===== config.mk =====
export PLATFORM = sky130hd
export DESIGN_NAME = imaging_mode_sequencer_flat
export DESIGN_NICKNAME = d
export VERILOG_FILES = /design/src/rtl/imaging_mode_sequencer_if.sv /design/src/rtl/imaging_mode_sequencer.sv /design/src/flat_wrapper.sv
export SDC_FILE = /design/constraint.sdc
export NUM_CORES = 1
export LEC_CHECK = 0
export ABC_AREA = 1
export CORE_ASPECT_RATIO = 1.5
export CORE_UTILIZATION = 55
export DETAILED_ROUTE_END_ITERATION = 6
export PLACE_DENSITY = 0.83
export SLEW_MARGIN = 25
export SYNTH_ARGS = -nofsm -noshare
export SYNTH_HDL_FRONTEND = slang
export SYNTH_SLANG_ARGS = --single-unit

===== constraint.sdc =====
create_clock -name clk -period 2.1 [get_ports clk]
set_input_delay 0.63 -clock clk [delete_from_list [all_inputs] [get_ports clk]]
set_output_delay 0.63 -clock clk [all_outputs]
set_load 0.02 [all_outputs]

===== src/rtl/imaging_mode_sequencer_if.sv =====
// imaging_mode_sequencer_if: watchdog, load and camera-setting signals of the imaging mode sequencer
interface imaging_mode_sequencer_if #(
  parameter int NUM_CAMS  = 2,
  parameter int NUM_MODES = 4,
  parameter int EXP_W     = 2
);
  localparam int MODE_W = (NUM_MODES > 2) ? $clog2(NUM_MODES) : 1;
  logic                wms;
  logic                capture_busy;
  logic                mode_load_en;
  logic [MODE_W-1:0]   mode_load_val;
  logic [MODE_W-1:0]   mode_idx;
  logic                reduce_resolution;
  logic [NUM_CAMS-1:0] cam_sel_bitmask;
  logic [EXP_W-1:0]    exposure_level;
  logic                mode_changed;
  logic                load_err;
  modport master (
    output wms, capture_busy, mode_load_en, mode_load_val,
    input  mode_idx, reduce_resolution, cam_sel_bitmask, exposure_level, mode_changed, load_err
  );
  modport slave (
    input  wms, capture_busy, mode_load_en, mode_load_val,
    output mode_idx, reduce_resolution, cam_sel_bitmask, exposure_level, mode_changed, load_err
  );
endinterface


===== src/rtl/imaging_mode_sequencer.sv =====
// imaging_mode_sequencer: debounced wms advance / direct load of the imaging mode, deferred while a capture is busy
module imaging_mode_sequencer #(
  parameter int NUM_CAMS        = 2,
  parameter int NUM_MODES       = 4,
  parameter int EXP_W           = 2,
  parameter int DEBOUNCE_CYCLES = 50000,
  parameter logic [NUM_MODES*(1+NUM_CAMS+EXP_W)-1:0] MODE_TABLE = 20'b11000_00101_11110_01111
) (
  input logic clk,
  input logic reset_n,
  imaging_mode_sequencer_if.slave bus
);
  localparam int EW     = 1 + NUM_CAMS + EXP_W;
  localparam int MODE_W = (NUM_MODES > 2) ? $clog2(NUM_MODES) : 1;
  localparam int CW     = (DEBOUNCE_CYCLES > 1) ? $clog2(DEBOUNCE_CYCLES) : 1;
  typedef enum logic [1:0] {P_NONE, P_ADV, P_LOAD} pend_t;
  logic              s0, s1, wms_db, tog, adv, ld_ok, chg, err;
  logic [CW-1:0]     cnt;
  pend_t             pend, eff;
  logic [MODE_W-1:0] pend_val, eff_val, cur, nxt;
  // Request merge: an accepted load beats everything, an advance never displaces a pending load
  always_comb begin
    tog     = (s1 != wms_db) && (cnt == CW'(DEBOUNCE_CYCLES - 1));
    adv     = tog && !wms_db;
    ld_ok   = bus.mode_load_en && (int'(bus.mode_load_val) < NUM_MODES);
    eff     = ld_ok ? P_LOAD : (adv && pend != P_LOAD) ? P_ADV : pend;
    eff_val = ld_ok ? bus.mode_load_val : pend_val;
    nxt     = (eff == P_LOAD) ? eff_val :
              (eff == P_ADV)  ? ((cur == MODE_W'(NUM_MODES - 1)) ? '0 : cur + MODE_W'(1)) : cur;
  end
  // Synchroniser, debouncer, pending request and internal mode state
  always_ff @(posedge clk or negedge reset_n) begin
    if (!reset_n) begin
      s0       <= 1'b0;
      s1       <= 1'b0;
      wms_db   <= 1'b0;
      cnt      <= '0;
      pend     <= P_NONE;
      pend_val <= '0;
      cur      <= '0;
      chg      <= 1'b0;
      err      <= 1'b0;
    end else begin
      s0       <= bus.wms;
      s1       <= s0;
      wms_db   <= wms_db ^ tog;
      cnt      <= (s1 == wms_db || tog) ? '0 : cnt + CW'(1);
      pend     <= bus.capture_busy ? eff : P_NONE;
      pend_val <= eff_val;
      cur      <= bus.capture_busy ? cur : nxt;
      chg      <= !bus.capture_busy && eff != P_NONE;
      err      <= bus.mode_load_en && !ld_ok;
    end
  end
  // Output stage: every visible signal moves together one edge after the mode state
  always_ff @(posedge clk or negedge reset_n) begin
    if (!reset_n) begin
      bus.mode_idx <= '0;
      {bus.reduce_resolution, bus.cam_sel_bitmask, bus.exposure_level} <= MODE_TABLE[EW-1:0];
      bus.mode_changed <= 1'b0;
      bus.load_err     <= 1'b0;
    end else begin
      bus.mode_idx <= cur;
      {bus.reduce_resolution, bus.cam_sel_bitmask, bus.exposure_level} <= MODE_TABLE[int'(cur)*EW +: EW];
      bus.mode_changed <= chg;
      bus.load_err     <= err;
    end
  end
endmodule


===== src/flat_wrapper.sv =====
// flat-port wrapper written by rule: the top's interface ports become plain ports
module imaging_mode_sequencer_flat 
#(
  parameter int NUM_CAMS        = 2,
  parameter int NUM_MODES       = 4,
  parameter int EXP_W           = 2,
  parameter int DEBOUNCE_CYCLES = 50000,
  parameter logic [NUM_MODES*(1+NUM_CAMS+EXP_W)-1:0] MODE_TABLE = 20'b11000_00101_11110_01111
)
  (clk, reset_n, bus_wms, bus_capture_busy, bus_mode_load_en, bus_mode_load_val, bus_mode_idx, bus_reduce_resolution, bus_cam_sel_bitmask, bus_exposure_level, bus_mode_changed, bus_load_err);
  imaging_mode_sequencer_if #(.NUM_CAMS(NUM_CAMS), .NUM_MODES(NUM_MODES), .EXP_W(EXP_W)) bus_i ();
  input logic clk;
  input logic reset_n;
  input wire logic [$bits(bus_i.wms)-1:0] bus_wms;
  input wire logic [$bits(bus_i.capture_busy)-1:0] bus_capture_busy;
  input wire logic [$bits(bus_i.mode_load_en)-1:0] bus_mode_load_en;
  input wire logic [$bits(bus_i.mode_load_val)-1:0] bus_mode_load_val;
  output wire logic [$bits(bus_i.mode_idx)-1:0] bus_mode_idx;
  output wire logic [$bits(bus_i.reduce_resolution)-1:0] bus_reduce_resolution;
  output wire logic [$bits(bus_i.cam_sel_bitmask)-1:0] bus_cam_sel_bitmask;
  output wire logic [$bits(bus_i.exposure_level)-1:0] bus_exposure_level;
  output wire logic [$bits(bus_i.mode_changed)-1:0] bus_mode_changed;
  output wire logic [$bits(bus_i.load_err)-1:0] bus_load_err;
  assign bus_i.wms = bus_wms;
  assign bus_i.capture_busy = bus_capture_busy;
  assign bus_i.mode_load_en = bus_mode_load_en;
  assign bus_i.mode_load_val = bus_mode_load_val;
  assign bus_mode_idx = bus_i.mode_idx;
  assign bus_reduce_resolution = bus_i.reduce_resolution;
  assign bus_cam_sel_bitmask = bus_i.cam_sel_bitmask;
  assign bus_exposure_level = bus_i.exposure_level;
  assign bus_mode_changed = bus_i.mode_changed;
  assign bus_load_err = bus_i.load_err;
  imaging_mode_sequencer #(.NUM_CAMS(NUM_CAMS), .NUM_MODES(NUM_MODES), .EXP_W(EXP_W), .DEBOUNCE_CYCLES(DEBOUNCE_CYCLES), .MODE_TABLE(MODE_TABLE)) u_core (.clk(clk), .reset_n(reset_n), .bus(bus_i));
endmodule

======== After elaboration in Yosys (flattened, before gate mapping) ========
Cells that the tools add are included.
W data, S select, Z words.
cells by class
  shift-type cells ........................ 1
  $mul .................................... 1
  eq/ne operators ......................... 7
  reduce and logical (&&, ||, !) cells .... 10
  bitwise operators ....................... 2
  muxes and demuxes ....................... 8
  add/sub/neg operators ................... 2
operator list
  cell                        number
  $shiftx A20 B32 Y5 const A  1
  $add A16 B1 Y16 const B     1
  $eq A16 B16 Y1 const B      1
  $mux W16                    1
  $mux W2                     7
  $mul A2 B3 Y5 const B       1
  $eq A2 B2 Y1 const B        2
  $logic_and A1 B1 Y1         4
  $reduce_bool A2 Y1          2
  $add A2 B1 Y2 const B       1
  $eq A2 B1 Y1 const B        1
  $logic_not A1 Y1            2
  $ne A2 B2 Y1 const B        1
  $reduce_and A2 Y1           1
  $eq A1 B1 Y1                1
  $logic_or A1 B1 Y1          1
  $ne A1 B1 Y1                1
  $not A1 Y1                  1
  $xor A1 B1 Y1               1
storage, ports and cells
  input bits .............................. 7
  logic and storage cells ................. 44
  output and inout bits ................... 9
  register bits after elaboration ......... 34

======== Longest topological paths before layout ========
  word-level depth ........................ 9
  depth in mapped cells ................... 12
  mapped depth without buffers ............ 12

======== Least setup slack after synthesis ========
No wires, ideal clock.
  path kind ............................... register to register
  start point ............................. reg u_core.cnt[0]
  end point ............................... reg u_core.cur[1]
  setup slack ............................. 0.296 ns
  library setup time ...................... 0.082 ns
  cell stages (with the launch flop) ...... 11
  clock period less this slack ............ 1.804 ns
  data required time ...................... 2.018 ns
  buffers on the path ..................... 0
  data arrival time ....................... 1.722 ns
  cell sequence ........................... dfrtp_1 ha_1 nand3_1 nor2_2 nand3_1 nand2_1 nand2_1 ha_1 nor2_1 o21ai_0 o22ai_1
between the ends
  word-level cells in the longest chain between the ends .. 9
  elaborated cells on any way between the ends .. 11
  classes of those cells .................. eq/ne (3); mux (3); reduce/logical (5)
RTL lines
  what                                                 line                                                        RTL
  start: declaration                                   imaging_mode_sequencer.sv:18                                logic [CW-1:0] cnt;
  start signal: assignment                             imaging_mode_sequencer.sv:47                                cnt <= (s1 == wms_db || tog) ? '0 : cnt + CW'(1);
  $eq A16 B16 Y1 *                                     imaging_mode_sequencer.sv:23                                tog = (s1 != wms_db) && (cnt == CW'(DEBOUNCE_CYCLES - 1));
  $logic_and A1 B1 Y1 *                                imaging_mode_sequencer.sv:23
  $logic_and A1 B1 Y1 *                                imaging_mode_sequencer.sv:24                                adv = tog && !wms_db;
  $logic_and A1 B1 Y1 *                                imaging_mode_sequencer.sv:26                                eff = ld_ok ? P_LOAD : (adv && pend != P_LOAD) ? P_ADV : pend;
  $mux W2 * (2 in series)                              imaging_mode_sequencer.sv:26
  $eq A2 B1 Y1 / $eq A2 B2 Y1 (equally long branches)  imaging_mode_sequencer.sv:29, imaging_mode_sequencer.sv:28
  $reduce_bool A2 Y1 (no source line)                  --
  $reduce_and A2 Y1 (no source line)                   --
  end signal: assignment                               imaging_mode_sequencer.sv:50                                cur <= bus.capture_busy ? cur : nxt;
  end: declaration                                     imaging_mode_sequencer.sv:20                                logic [MODE_W-1:0] pend_val, eff_val, cur, nxt;
Mark *: on every way between the ends. The rest lies on a longest branch, timed or not.
A chain may end at the register's enable or synchronous reset.

======== Final worst setup path ========
  start point ............................. reg u_core.bus.exposure_level[1]
  end point ............................... out bus_exposure_level[1]
RTL lines
  what                      line                             RTL
  start: declaration        imaging_mode_sequencer_if.sv:24  output mode_idx, reduce_resolution, cam_sel_bitmask, exposure_level, mode_changed, load_err
  start signal: assignment  imaging_mode_sequencer.sv:59     {bus.reduce_resolution, bus.cam_sel_bitmask, bus.exposure_level} <= MODE_TABLE[EW-1:0];
  start signal: assignment  imaging_mode_sequencer.sv:64     {bus.reduce_resolution, bus.cam_sel_bitmask, bus.exposure_level} <= MODE_TABLE[int'(cur)*EW +: EW];
  end: declaration          flat_wrapper.sv:21               output wire logic [$bits(bus_i.exposure_level)-1:0] bus_exposure_level;
No word-level cell between the ends.

==> load_flow_metrics.sql <==
INSERT INTO impl_metrics (metric_group, metric, value, unit) VALUES
('outcome', 'status', 'finished, final reports clean', ''),
('critical_path', 'critical_path.reg2reg.startpoint', 'u_core.cnt[1]', ''),
('placed_design', 'dp_hpwl', '2040', 'µm'),
('power', 'power_density_over_cell_area', '723', 'nW/µm²'),
('global_routing', 'initial_antenna_violation_count', '0', ''),
('yosys', 'muxShareOfSynthArea', '0', '%'),
('finish', 'final_design_area_no_fill', '1880', 'µm²'),
('critical_path', 'startpoint_type', 'register', ''),
('finish', 'final_cell_mix', 'nand2_1 (35), nor2_1 (32), dfrtp_1 (29)', ''),
('yosys', 'post_synth_fa_ha_maj_area_fraction', '5.46', '%'),
('critical_path', 'path_depth', '1', ''),
('yosys', 'synth_fp_nets', '201', ''),
('yosys', 'synth_compound_gate_area_share', '3.51', '%'),
('critical_path', 'worst_path_max_delay_cell', 'clkdlybuf4s50_1', ''),
('cts', 'clockBufferDepth', '2', ''),
('critical_path', 'crit_path_cell_trace', 'clkdlybuf4s50_1', ''),
('yosys', 'postSynthAreaPerCell', '8.58', 'µm²'),
('route', 'drt-initial-drc-count', '28', ''),
('global_routing', 'global_route.usage.total', '22.5', '%'),
('placed_design', 'placed_cells', '237', ''),
('global_routing', 'globalRouteOverflowTotal', '0', ''),
('power', 'post-layout-total-power', '1.36', 'mW'),
('yosys', 'synth_area_leaders', 'dfrtp_1 (45%), nand2_1 (8.2%), nor2_1 (7.7%)', ''),
('critical_path', 'worst-r2r-cell-count', '10', ''),
('floorplan', 'dieArea', '3140', 'µm²'),
('yosys', 'syn-cell-area', '1600', 'µm²'),
('route', 'drt-wirelength-per-cell', '11.4', 'µm'),
('critical_path', 'cp-end-kind', 'output port', ''),
('route', 'route.detailed.drc', '0', ''),
('cts', 'cts_num_sinks', '33', ''),
('placed_design', 'gp_routability_congestion', '0.891', ''),
('cts', 'clkSlewWorstSetupHoldPaths', '0.06', 'ns'),
('finish', 'mostFrequentLayoutCell', 'nand2_1', ''),
('critical_path', 'max_fo_critical_path', '1', ''),
('timing', 'timing.final.hold_violations', '0', ''),
('placed_design', 'place.port_buffers', '14', ''),
('finish', 'synthToLayoutAreaGrowth', '17.5', '%'),
('yosys', 'synth.largest_area_cell', 'dfrtp_1', ''),
('critical_path', 'ff2ff_setup_slack', '0.14', 'ns'),
('yosys', 'ys_seq_area_share', '51.8', '%'),
('floorplan', 'row_count', '23', ''),
('critical_path', 'critical_path_arrival', '1.39', 'ns'),
('timing', 'post-route-min-period', '2.02', 'ns'),
('timing', 'clock.fmax', '495', 'MHz'),
('route', 'drt.antenna.violating_nets', '0', ''),
('yosys', 'synth-warning-count', '0', ''),
('power', 'power.ir.vdd_worst', '0.619', 'mV'),
('critical_path', 'worst_path_class_setup', 'reg2out', ''),
('critical_path', 'cp.buffers_inverters', '1', ''),
('critical_path', 'worst_path_largest_cell_delay', '0.60', 'ns'),
('critical_path', 'critPathRequiredTime', '1.47', 'ns'),
('global_routing', 'number_of_global_route_vias_before_repair', '1254', ''),
('finish', 'drive_gt1_share', '12.9', '%'),
('yosys', 'parity_gate_share_of_the_synthesized_area_counting_xor_and_xnor_cells', '3.28', '%'),
('cts', 'tritoncts.num_buffers', '5', ''),
('yosys', 'synth-simple-area-share', '27.5', '%'),
('power', 'static-leakage-power', '0.866', 'nW'),
('floorplan', 'floorplan.io_pins', '16', ''),
('timing', 'setup_viol', '0', ''),
('floorplan', 'die_height', '68.1', 'µm'),
('yosys', 'post_synthesis_cell_count', '187', ''),
('floorplan', 'die-width', '46.1', 'µm'),
('placed_design', 'dpl-instance-area', '1780', 'µm²'),
('timing', 'timing.hold.ws', '0.358', 'ns'),
('floorplan', 'initial_utilization', '58.7', '%'),
('finish', 'final_net_count', '223', ''),
('yosys', 'post-synth-top-area-fraction', '45.2', '%'),
('timing', 'timing.final.max_slew_violations', '0', ''),
('finish', 'num-fill-cells', '218', ''),
('route', 'avgViaCountPerCell', '5.04', ''),
('finish', 'post_route_core_utilization', '68.9', '%');
-- what timing repair did --
| action | CTS | global route |
|---|---|---|
| setup endpoints to repair | 0 | 2 |
| setup buffers | 0 | 2 |
| resized for setup | 0 | 3 |
-- state kept, by name, indices dropped and copies added (netlist names), named ones only --
register / cells
u_core.cnt: 16
u_core.bus.cam_sel_bitmask: 2
u_core.bus.exposure_level: 2
u_core.bus.mode_idx: 2
u_core.cur: 2
u_core.pend: 2
u_core.pend_val: 2
u_core.bus.mode_changed: 1
u_core.chg: 1
u_core.s0: 1
u_core.s1: 1
-- routing by layer --
layer  vias to the layer above  track usage, %  part of all wire (%)
met2                        36            38.4                    56
met5                         -               0                     0
met3                         6            6.60                   4.5
li1                        610               -                     -
met1                       594            23.5                    37
met4                         0            13.2                   2.5
-- stage by stage --
stage | TNS [ns] | setup WS, ns
after global routing | -0.0359 | -0.0359
final | 0 | 0.0781
after floorplan | 0 | 0.296
after global placement | 0 | 0.0670
after detailed placement | -0.0645 | -0.0645
after CTS | 0 | 0.0154
-- worst min path at each step --
stage / end / slack [ns] / cells after the start / from
detailed placement: u_core.bus.mode_changed / 0.35 / 0 / u_core.chg
CTS: u_core.bus.mode_changed / 0.36 / 0 / u_core.chg
finish: u_core.bus.mode_changed / 0.36 / 0 / u_core.chg
global route: u_core.bus.mode_changed / 0.37 / 0 / u_core.chg
global placement: u_core.s1 / 0.34 / 0 / u_core.s0
floorplan: async pin / 0.33 / 0 / reset_n
-- where the power goes --
part           total (mW)  switching, mW  leakage (nW)  internal (mW)
registers           0.718         0.0244         0.424          0.693
clock network       0.444          0.209        0.0395          0.235
logic               0.200          0.110         0.402         0.0906
-- cell usage after synthesis --
cell	count
dfstp_2	4
dfrtp_1	29
buf_6	1
o22ai_1	1
nor3b_1	2
and2_1	1
ha_1	7
o21ai_0	6
nand4_1	1
nand2_2	4
nand3_1	11
conb_1	1
nand2_1	35
xnor2_1	1
inv_2	1
nor2_2	2
nor2_4	2
or2_2	2
nor2_1	33
xor2_1	5
inv_1	27
buf_4	2
nand2_4	1
a21oi_1	4
nor3_1	4
-- cell families (layout without fill, tap and decap cells) --
group | after synthesis | in the layout
AND/OR/NAND/NOR | 98 | 98
flip-flops | 33 | 33
buffers and inverters | 31 | 54
AO/OA/AOI/OAI | 11 | 11
adder cells (fa/ha/maj) | 7 | 7
XOR/XNOR | 6 | 6
other | 1 | 1
-- layout make-up --
cell class | instances | share of cell area, %
Clock buffer | 8 | 4.25
Timing Repair Buffer | 18 | 9.03
Inverter | 28 | 5.58
Tap cell | 37 | 2.46
Sequential cell | 33 | 44.1
Multi-Input combinational cell | 123 | 34.6
Power figures use the tool's default switching activity.
